### config.mk
export PLATFORM = sky130hd
export DESIGN_NAME = cordic_job_queue
export DESIGN_NICKNAME = d
export VERILOG_FILES = /design/src/rtl/cordic_pkg.sv /design/src/rtl/sync_fifo.sv /design/src/rtl/cordic_job_queue.sv
export SDC_FILE = /design/constraint.sdc
export NUM_CORES = 1
export LEC_CHECK = 0
export ABC_AREA = 1
export BUFFER_PORTS_ARGS = -buffer_cell sky130_fd_sc_hd__buf_2
export CAP_MARGIN = 20
export CORE_MARGIN = 2
export CORE_UTILIZATION = 63
export DETAILED_ROUTE_END_ITERATION = 7
export PLACE_DENSITY = 0.85
export SLEW_MARGIN = 20
export SYNTH_ARGS = -nofsm -noshare
export SYNTH_HDL_FRONTEND = slang
export SYNTH_HIERARCHICAL = 1
export SYNTH_SLANG_ARGS = --single-unit
### constraint.sdc
create_clock -name clk -period 9.7 [get_ports clk]
set_input_delay 0.97 -clock clk [delete_from_list [all_inputs] [get_ports clk]]
set_output_delay 0.97 -clock clk [all_outputs]
set_load 0.005 [all_outputs]
### src/rtl/cordic_pkg.sv
// Shared types for the CORDIC job sequencer: mode codes, FSM states and the
// packed job/result records carried through the two FIFOs.
package cordic_pkg;

  localparam int unsigned CJQ_FIXED_WIDTH = 16;
  localparam int unsigned CJQ_SHIFT_W     = $clog2(CJQ_FIXED_WIDTH);
  localparam int unsigned CJQ_TAG_W       = 4;

  localparam logic [1:0] CORDIC_CIRCULAR   = 2'd0;
  localparam logic [1:0] CORDIC_LINEAR     = 2'd1;
  localparam logic [1:0] CORDIC_HYPERBOLIC = 2'd2;

  typedef enum logic [1:0] {
    ST_IDLE,
    ST_ISSUE,
    ST_WAIT,
    ST_DRAIN
  } cjq_state_t;

  typedef struct packed {
    logic [1:0]                 mode;
    logic                       rotating;
    logic [CJQ_SHIFT_W-1:0]     shift;
    logic [CJQ_FIXED_WIDTH-1:0] a;
    logic [CJQ_FIXED_WIDTH-1:0] b;
    logic [CJQ_TAG_W-1:0]       tag;
  } cjq_job_t;

  typedef struct packed {
    logic [CJQ_FIXED_WIDTH-1:0] out1;
    logic [CJQ_FIXED_WIDTH-1:0] out2;
    logic [CJQ_TAG_W-1:0]       tag;
    logic                       err;
  } cjq_res_t;

endpackage

### src/rtl/sync_fifo.sv
// Single-clock FIFO with synchronous reset and flush. A push while full is
// accepted only when a pop happens on the same edge.
module sync_fifo #(
  parameter int unsigned WIDTH = 8,
  parameter int unsigned DEPTH = 4
) (
  input  logic                   clk,
  input  logic                   rst,
  input  logic                   flush,
  input  logic                   push,
  input  logic [WIDTH-1:0]       wr_data,
  input  logic                   pop,
  output logic [WIDTH-1:0]       rd_data,
  output logic                   full,
  output logic                   empty,
  output logic [$clog2(DEPTH):0] count
);

  localparam int unsigned PTR_W = $clog2(DEPTH);
  localparam logic [PTR_W:0] FULL_CNT = (PTR_W+1)'(DEPTH);

  logic [WIDTH-1:0] r_mem [DEPTH];
  logic [PTR_W-1:0] r_wr_ptr;
  logic [PTR_W-1:0] r_rd_ptr;
  logic [PTR_W:0]   r_count;
  logic             w_wr;
  logic             w_rd;

  assign w_rd    = pop && !empty;
  assign w_wr    = push && (!full || w_rd);
  assign full    = (r_count == FULL_CNT);
  assign empty   = (r_count == '0);
  assign count   = r_count;
  assign rd_data = r_mem[r_rd_ptr];

  // Pointer and occupancy bookkeeping; flush behaves like reset.
  always_ff @(posedge clk) begin
    if (rst || flush) begin
      r_wr_ptr <= '0;
      r_rd_ptr <= '0;
      r_count  <= '0;
    end else begin
      if (w_wr) r_wr_ptr <= r_wr_ptr + PTR_W'(1);
      if (w_rd) r_rd_ptr <= r_rd_ptr + PTR_W'(1);
      case ({w_wr, w_rd})
        2'b10:   r_count <= r_count + (PTR_W+1)'(1);
        2'b01:   r_count <= r_count - (PTR_W+1)'(1);
        default: r_count <= r_count;
      endcase
    end
  end

  // Storage write; contents need no reset since empty gates every reader.
  always_ff @(posedge clk) begin
    if (w_wr) r_mem[r_wr_ptr] <= wr_data;
  end

endmodule

### src/rtl/cordic_job_queue.sv
// Job/result sequencer in front of the iterative CORDIC core: queues operand
// jobs, issues them one at a time, and collects tagged results.
module cordic_job_queue
  import cordic_pkg::*;
#(
  parameter int unsigned FIXED_WIDTH = CJQ_FIXED_WIDTH,
  parameter int unsigned SHIFT_W     = $clog2(FIXED_WIDTH),
  parameter int unsigned DEPTH       = 4,
  parameter int unsigned TAG_W       = CJQ_TAG_W,
  parameter int unsigned TIMEOUT     = 64
) (
  input  logic                     clk,
  input  logic                     rst,
  input  logic                     job_valid,
  output logic                     job_ready,
  input  logic [1:0]               job_mode,
  input  logic                     job_rotating,
  input  logic [SHIFT_W-1:0]       job_shift,
  input  logic [FIXED_WIDTH-1:0]   job_a,
  input  logic [FIXED_WIDTH-1:0]   job_b,
  output logic                     core_start,
  output logic [1:0]               core_mode,
  output logic                     core_rotating,
  output logic [SHIFT_W-1:0]       core_shift,
  output logic [FIXED_WIDTH-1:0]   core_a,
  output logic [FIXED_WIDTH-1:0]   core_b,
  input  logic                     core_done,
  input  logic [FIXED_WIDTH-1:0]   core_out1,
  input  logic [FIXED_WIDTH-1:0]   core_out2,
  output logic                     res_valid,
  input  logic                     res_ready,
  output logic [FIXED_WIDTH-1:0]   res_out1,
  output logic [FIXED_WIDTH-1:0]   res_out2,
  output logic [TAG_W-1:0]         res_tag,
  output logic                     res_err,
  input  logic                     flush,
  output logic [$clog2(DEPTH):0]   job_count,
  output logic [$clog2(DEPTH):0]   res_count,
  output logic                     busy,
  output logic                     spurious_err,
  output logic                     irq
);

  localparam int unsigned TO_W    = $clog2(TIMEOUT);
  localparam logic [TO_W-1:0] TO_LAST = TO_W'(TIMEOUT - 1);
  localparam int unsigned JOB_W   = $bits(cjq_job_t);
  localparam int unsigned RES_W   = $bits(cjq_res_t);

  cjq_state_t r_state;
  cjq_state_t w_state_nxt;

  cjq_job_t w_job_in;
  cjq_job_t w_job_head;
  cjq_res_t w_res_in;
  cjq_res_t w_res_head;

  logic w_job_push;
  logic w_job_pop;
  logic w_job_full;
  logic w_job_empty;
  logic w_res_push;
  logic w_res_pop;
  logic w_res_full;
  logic w_res_empty;
  logic w_timeout;

  logic [TAG_W-1:0]       r_tag_ctr;
  logic [TAG_W-1:0]       r_cur_tag;
  logic [TO_W-1:0]        r_to_ctr;
  logic                   r_core_start;
  logic                   r_spurious;
  logic [1:0]             r_core_mode;
  logic                   r_core_rotating;
  logic [SHIFT_W-1:0]     r_core_shift;
  logic [FIXED_WIDTH-1:0] r_core_a;
  logic [FIXED_WIDTH-1:0] r_core_b;

  // A job offered on a flush edge is dropped.
  assign w_job_push = job_valid && !w_job_full && !flush;
  assign w_res_pop  = res_ready && !w_res_empty;
  assign w_timeout  = (r_to_ctr == TO_LAST);

  // Pack the incoming job together with its sequence tag.
  always_comb begin
    w_job_in          = '0;
    w_job_in.mode     = job_mode;
    w_job_in.rotating = job_rotating;
    w_job_in.shift    = job_shift;
    w_job_in.a        = job_a;
    w_job_in.b        = job_b;
    w_job_in.tag      = r_tag_ctr;
  end

  sync_fifo #(
    .WIDTH (JOB_W),
    .DEPTH (DEPTH)
  ) u_job_fifo (
    .clk     (clk),
    .rst     (rst),
    .flush   (flush),
    .push    (w_job_push),
    .wr_data (w_job_in),
    .pop     (w_job_pop),
    .rd_data (w_job_head),
    .full    (w_job_full),
    .empty   (w_job_empty),
    .count   (job_count)
  );

  sync_fifo #(
    .WIDTH (RES_W),
    .DEPTH (DEPTH)
  ) u_res_fifo (
    .clk     (clk),
    .rst     (rst),
    .flush   (flush),
    .push    (w_res_push),
    .wr_data (w_res_in),
    .pop     (w_res_pop),
    .rd_data (w_res_head),
    .full    (w_res_full),
    .empty   (w_res_empty),
    .count   (res_count)
  );

  // Next-state logic plus the FIFO pop/push strobes it owns.
  always_comb begin
    w_state_nxt = r_state;
    w_job_pop   = 1'b0;
    w_res_push  = 1'b0;
    w_res_in    = '0;
    case (r_state)
      ST_IDLE: begin
        // A free result slot is required so a finished job can always land.
        if (!flush && !w_job_empty && !w_res_full) begin
          w_job_pop   = 1'b1;
          w_state_nxt = ST_ISSUE;
        end
      end
      ST_ISSUE: begin
        w_state_nxt = flush ? ST_DRAIN : ST_WAIT;
      end
      ST_WAIT: begin
        if (core_done || w_timeout) begin
          // Completion on a flush edge is simply discarded; the core is free.
          w_state_nxt   = ST_IDLE;
          w_res_push    = !flush;
          w_res_in.out1 = core_done ? core_out1 : '0;
          w_res_in.out2 = core_done ? core_out2 : '0;
          w_res_in.tag  = r_cur_tag;
          w_res_in.err  = !core_done;
        end else if (flush) begin
          w_state_nxt = ST_DRAIN;
        end
      end
      ST_DRAIN: begin
        if (core_done || w_timeout) w_state_nxt = ST_IDLE;
      end
      default: w_state_nxt = ST_IDLE;
    endcase
  end

  // State register.
  always_ff @(posedge clk) begin
    if (rst) r_state <= ST_IDLE;
    else     r_state <= w_state_nxt;
  end

  // Operand registers load on dispatch and hold through WAIT/DRAIN; the start
  // pulse is registered out of ISSUE so the core sees settled operands, and it
  // is withheld when ISSUE is flushed so DRAIN never overlaps a fresh start.
  always_ff @(posedge clk) begin
    if (rst) begin
      r_core_start    <= 1'b0;
      r_core_mode     <= '0;
      r_core_rotating <= 1'b0;
      r_core_shift    <= '0;
      r_core_a        <= '0;
      r_core_b        <= '0;
      r_cur_tag       <= '0;
    end else begin
      r_core_start <= (r_state == ST_ISSUE) && !flush;
      if (w_job_pop) begin
        r_core_mode     <= w_job_head.mode;
        r_core_rotating <= w_job_head.rotating;
        r_core_shift    <= w_job_head.shift;
        r_core_a        <= w_job_head.a;
        r_core_b        <= w_job_head.b;
        r_cur_tag       <= w_job_head.tag;
      end
    end
  end

  // Sequence tag for accepted jobs; survives flush.
  always_ff @(posedge clk) begin
    if (rst)             r_tag_ctr <= '0;
    else if (w_job_push) r_tag_ctr <= r_tag_ctr + TAG_W'(1);
  end

  // Cycles spent waiting on the core, cleared while issuing.
  always_ff @(posedge clk) begin
    if (rst)                                           r_to_ctr <= '0;
    else if (r_state == ST_ISSUE)                      r_to_ctr <= '0;
    else if (r_state == ST_WAIT || r_state == ST_DRAIN) r_to_ctr <= r_to_ctr + TO_W'(1);
  end

  // Sticky flag for a done pulse when no computation is outstanding.
  always_ff @(posedge clk) begin
    if (rst) r_spurious <= 1'b0;
    else if (core_done && (r_state == ST_IDLE || r_state == ST_ISSUE)) r_spurious <= 1'b1;
  end

  assign job_ready     = !w_job_full;
  assign core_start    = r_core_start;
  assign core_mode     = r_core_mode;
  assign core_rotating = r_core_rotating;
  assign core_shift    = r_core_shift;
  assign core_a        = r_core_a;
  assign core_b        = r_core_b;
  assign res_valid     = !w_res_empty;
  assign res_out1      = w_res_empty ? '0 : w_res_head.out1;
  assign res_out2      = w_res_empty ? '0 : w_res_head.out2;
  assign res_tag       = w_res_empty ? '0 : w_res_head.tag;
  assign res_err       = w_res_empty ? 1'b0 : w_res_head.err;
  assign busy          = (r_state != ST_IDLE);
  assign spurious_err  = r_spurious;
  assign irq           = !w_res_empty;

endmodule

Word level (Yosys, flattened, before mapping)
Memories as Yosys holds them, arrays and structs flattened. A register that Yosys moved wholly into a read port is not among the register bits.
Index checks and enable logic that the tools add are counted.
{ "word_totals": {"input_bits": 77, "word_cells": 93, "mem_count": 2, "output_inout_bits": 88, "ram_bits": 320, "ff_bits": 28} }
{ "classes": {"n_addsub": 10, "reduce_logical": 31, "eq_ne": 13, "muxes": 26} }
{ "memory_table": {"columns": ["name", "words", "width", "read_ports", "rd_ports_with_merged_regs", "write_ports", "line", "rtl"], "rows": [
  ["u_job_fifo.r_mem", 4, 43, 1, 1, 1, "sync_fifo.sv:22", "logic [WIDTH-1:0] r_mem [DEPTH];"],
  ["u_res_fifo.r_mem", 4, 37, 1, 1, 1, "sync_fifo.sv:22", null]
]} }
{ "op_table": {"columns": ["cell", "count"], "rows": [
  ["37-bit two-way mux", 2],
  ["16-bit two-way mux", 4],
  ["2-bit two-way mux", 6],
  ["3-bit case mux with 2 select lines", 2],
  ["1-bit logical AND", 11],
  ["1-bit two-way mux", 10],
  ["2-bit by 1-bit adder with 2-bit output (second input constant)", 4],
  ["2-bit == test (second input constant)", 4],
  ["2-bit case mux with 4 select lines", 1],
  ["3-bit by 1-bit adder with 3-bit output (second input constant)", 2],
  ["6-bit by 1-bit adder with 6-bit output (second input constant)", 1],
  ["2-bit by 1-bit == test with 1-bit output (second input constant)", 3],
  ["3-bit == test (second input constant)", 2],
  ["6-bit == test (second input constant)", 1],
  ["1-bit zero test", 6],
  ["3-bit zero test", 2],
  ["1-bit logical OR", 6],
  ["2-bit nonzero test", 3],
  ["3-bit by 1-bit subtractor with 3-bit output (second input constant)", 2],
  ["4-bit by 1-bit adder with 4-bit output (second input constant)", 1],
  ["4-bit two-way mux", 1],
  ["2-bit != test (second input constant)", 2],
  ["3-bit != test (second input constant)", 1],
  ["3-bit AND reduction", 1],
  ["other kinds (2)", 2]
]} }

Depth between registers and ports, before layout
{ "depth": {"word_depth": 11, "mapped_depth": 17, "mapped_depth_nobuf": 17} }

Cells and area by module
The synthesis kept the hierarchy.
{ "by_module_without_submodules": {"columns": ["module", "cells_per_inst", "area_per_inst_um2", "seq_area_each_um2", "n_inst"], "rows": [
  ["sync_fifo at u_job_fifo", 483, 6847.8, 5345.1, 1],
  ["sync_fifo at u_res_fifo", 434, 5995.8, 4624.4, 1],
  ["cordic_job_queue", 446, 2949.1, 1141.1, 1]
]} }

Least setup slack after synthesis
Ideal clock, no wire load.
{ "synth_timing": {"path_kind": "in2reg", "start": "input port flush", "end": "memory u_job_fifo/r_mem[0][0] (netlist bit), enable pin", "setup_time_ns": 0.443, "slack_ns": 5.769, "required_ns": 9.257, "cell_stages": 8, "t_arrival_ns": 3.488, "path_buffers": 1, "path_cell_list": "nor2_1 nand3_2 clkinv_2 buf_6 nand2_4 nand2_2 nand2_4 nor2_1"} }
{ "synth_via": {"elab_chain_cells": 10, "elab_cells_between_ends": 11, "cone_classes": "mux (4); reduce/logical (7)"} }
{ "synth_lines": {"columns": ["element", "line", "rtl"], "rows": [
  ["start: declaration", "cordic_job_queue.sv:36", "input logic flush,"],
  ["1-bit zero test", "cordic_job_queue.sv:135", "if (!flush && !w_job_empty && !w_res_full) begin"],
  ["1-bit logical AND (2 in series)", "cordic_job_queue.sv:135", null],
  ["1-bit two-way mux", "cordic_job_queue.sv:135", null],
  ["1-bit two-way mux", "cordic_job_queue.sv:132", "case (r_state)"],
  ["net w_job_pop", "cordic_job_queue.sv:58", "logic w_job_pop;"],
  ["1-bit logical AND", "sync_fifo.sv:29", "assign w_rd = pop && !empty;"],
  ["1-bit logical OR", "sync_fifo.sv:30", "assign w_wr = push && (!full || w_rd);"],
  ["1-bit logical AND", "sync_fifo.sv:30", null],
  ["1-bit two-way mux", "sync_fifo.sv:55", "if (w_wr) r_mem[r_wr_ptr] <= wr_data;"],
  ["1-bit two-way mux (implied by the code)", "sync_fifo.sv:55", null],
  ["end: declaration", "sync_fifo.sv:22", null]
]} }
The timed path passes the listed nets, and every way through them passes these cells.

==> summary.md <==
| Metric | Value |
|---|---|
| Status | completed |
| Max incr delay on CP | 0.97 ns |
| Ports | approximately 170 |
| Initial antenna violation count | 4 |
| Final TNS setup | 0 ns |
| Drt total wl | 34,700 um |
| Crit path max-delay cell type | clkinv_2 |
| Hold_sp | r_cur_tag[3] |
| Fmax | ~230 MHz |
| GRT Overall Usage | between 20% and 30% |
| H-Tree Depth | 2 |
| R2r setup slk | 6.13 ns |
| Setup bufs post-CTS | 0 |
| R2R depth | 12 |
| RSZ-0062 raised after global routing | false |
| Max Buffers Root-to-Sink | 3 |
| Final Hold Fails | 0 |
| CP Cell Sequence | buf_4 -> clkinv_2 -> o21ai_0 -> o22ai_1 -> inv_1 -> nor2_1 -> buf_2 |
| Remaining antenna violation count after routing | 0 |
| Layout cell share with drive strength beyond 1 | approximately a fifth |
| DP Cell Count | 1,788 |
| Pwr Total | 3.55 mW |
| Static leakage | about 6.7 nW |
| Seq/Total Area, Yosys | 70.4% |
| Kind of critical path | flip-flop to output port |
| CTS tree | yes |
| Row Count | 57 |
| Largest net degree at the start of global routing | 88 |
| DR WL/cell | 18.6 um |
| Final hold slack | 0.453 ns |
| Critical Path RT | about 8.7 ns |
| Crit share post-route | 44.2% |
| Syn avg cell area | 11.6 sq um |
| Starting Density | between 60% and 70% |
| R2R Path Start | u_job_fifo/count[0] |
| Layout Cells excl Fill | 1,863 |
| Yosys reg bits | 395 |
| Kind of start point of the critical path | flip-flop |
| CP max FO | 75 |
| Register Area | 11,100 sq um |
| CTS Root Cell | clkbuf_16 |
| Pwr dens | 197 nW/um^2 |
| Worst skew pair latency | 0.52 ns |
| Post-synth cell types | 34 |
| Mapped Nets | about 1,500 |
| Hold buffers post-CTS | 0 |
| Layout Skew | 0.0154 ns |
| Slew margin rel. | a little over a third |
| Die footprint | around 26,000 sq um |
| Cell Area, Synth | ~16,000 sq um |
| DP HPWL | between 15,000 and 20,000 um |
| Nets | 1,599 |
| Worst-path clk slew | about 0.060 ns |
| Worst Hold Path EP | r_cur_tag[3] |
| Cells after Synth | 1,363 |
| Pre-CTS WS | 5.65 ns |
| Max IR drop VDD | roughly 170 uV |
| Initial DRC count | 1,055 |
| Remaining Overflow, GRT | 0 |
| Area of the multi-input gates | between 3000 and 4000 sq um |
| Post-CTS Resized | 0 |
| Fin worst setup slack | approximately 5.4 ns |
| Die height | ~160 um |
| YS warnings | 6 |
| Critical R2R Capture | u_job_fifo/r_mem[0][26] |
| Post-route minimum period | 4.29 ns |
| 1st-pass router iterations | 6 |
| Vias per cell | 5.84 |
| Hold WC Path Type | flip-flop to flip-flop |
| Routability Congestion | between 0.7 and 0.8 |
| First-pass GRT wire length | around 52,000 um |
| Total number of vias | 10,900 |
| Port Buffer Count | 164 |
| Syn-to-layout area delta | 14.4% |
| Max cap viols | 0 |
| Finish-stage setup viols | 0 |
| Hold Crit Depth | 2 |
| Standard cell core area | 24,500 sq um |
| Drt drc | 0 |
| Commonest cells after routing, fill and taps aside | edfxtp_1, nor2_1, buf_2 |
| Inserted Clock Buffers | 38 |
| Sink Count | between 300 and 400 |
| Max Slew Vio Count | 0 |
| Crit. End Element | output port |
| Arr. time, crit path | 3.32 ns |
| Die X | 162 um |
| Commonest non-fill, non-tap cell in the layout | edfxtp_1 |
| Filler cell count | around 1,500 |
| Vias in the first global route | 10,600 |
| Worst Max-Slew Pin Slew | 0.979 ns |
flip-flops by register name, indices dropped and copies added (netlist names), 3 cells and up, named ones only:
name and count:
core_a 16, core_b 16, u_res_fifo/r_mem 148, core_shift 4, u_job_fifo/count 3, r_tag_ctr 4, u_job_fifo/r_mem 172, r_cur_tag 4
r_to_ctr 6, u_res_fifo/count 3
cell type report:
cell class | count | area share, %
diodes | 1 | 0.0139
clock buffers | 53 | 5.92
clock inverters | 16 | 0.804
inverters | 99 | 2.07
multi-input cells | 793 | 21.7
flip-flops and latches | 395 | 61.5
well taps | 324 | 2.24
repair buffers | 182 | 5.74
kinds of logic after synthesis:
kind of cell / share of synthesized area [%]
AO/OA/AOI/OAI: 11.2
buffers and inverters: 5.23
flip-flops: 70.4
adder cells (fa/ha/maj): 1.13
AND/OR/NAND/NOR: 12.1
synthesized netlist by cell type, drive strengths merged:
cell type | n | area, sq um
a21oi | 59 | 374
o22ai | 80 | 500
nand2 | 157 | 672
nor3 | 8 | 40.0
clkbuf | 34 | 129
nand3 | 19 | 110
or2 | 1 | 6.26
nand4 | 2 | 12.5
nor3b | 2 | 15.0
o21bai | 1 | 7.51
fa | 2 | 40.0
inv | 98 | 368
buf | 42 | 324
a31oi | 1 | 6.26
a211oi | 1 | 7.51
nor2 | 276 | 1060
dfxtp | 75 | 1500
a21boi | 1 | 7.51
edfxtp | 320 | 9610
o21ai | 172 | 861
ha | 11 | 138
clkinv | 1 | 5.00
how the worst max path moves through the flow:
stage | cells after the start | slack [ns] | end
2_1_floorplan | 8 | 5.77 | u_job_fifo/r_mem[0][0]
3_3_place_gp | 10 | 5.79 | u_job_fifo/r_mem[0][15]
3_5_place_dp | 10 | 5.65 | u_job_fifo/r_mem[0][15]
4_1_cts | 7 | 5.86 | res_out1[13]
5_1_grt | 7 | 5.18 | res_out1[13]
6_report | 7 | 5.41 | res_out1[13]
report_power, final:
group | internal [mW] | switching [mW] | total (mW)
combinational | 0.0690 | 0.156 | 0.225
clock | 0.828 | 0.601 | 1.43
sequential | 1.88 | 0.0224 | 1.90
critical path: cells and delay by family, from the launching register on:
| kind | cells | cell delay, ns |
|---|---|---|
| compound gates | 2 | 0.65 |
| buf+inv | 4 | 1.73 |
| simple gates | 1 | 0.03 |
| flops | 1 | 0.31 |
through the flow:
step	util [%]	cell area (sq um)
floorplan	-	15800
global placement	68.4	16700
detailed placement	68.4	16700
CTS	73.3	17900
global route	73.8	18100
finish	73.8	18100
routing by layer:
layer | up-vias | part of all wire, % | global-route usage, %
met5 | - | 0.072 | 0
met4 | 4 | 2.7 | 9.77
met3 | 90 | 8.0 | 4.93
met2 | 548 | 51 | 45.1
met1 | 5209 | 38 | 30.4
li1 | 5023 | - | -
Note: power is estimated with default switching activity, not from simulation.
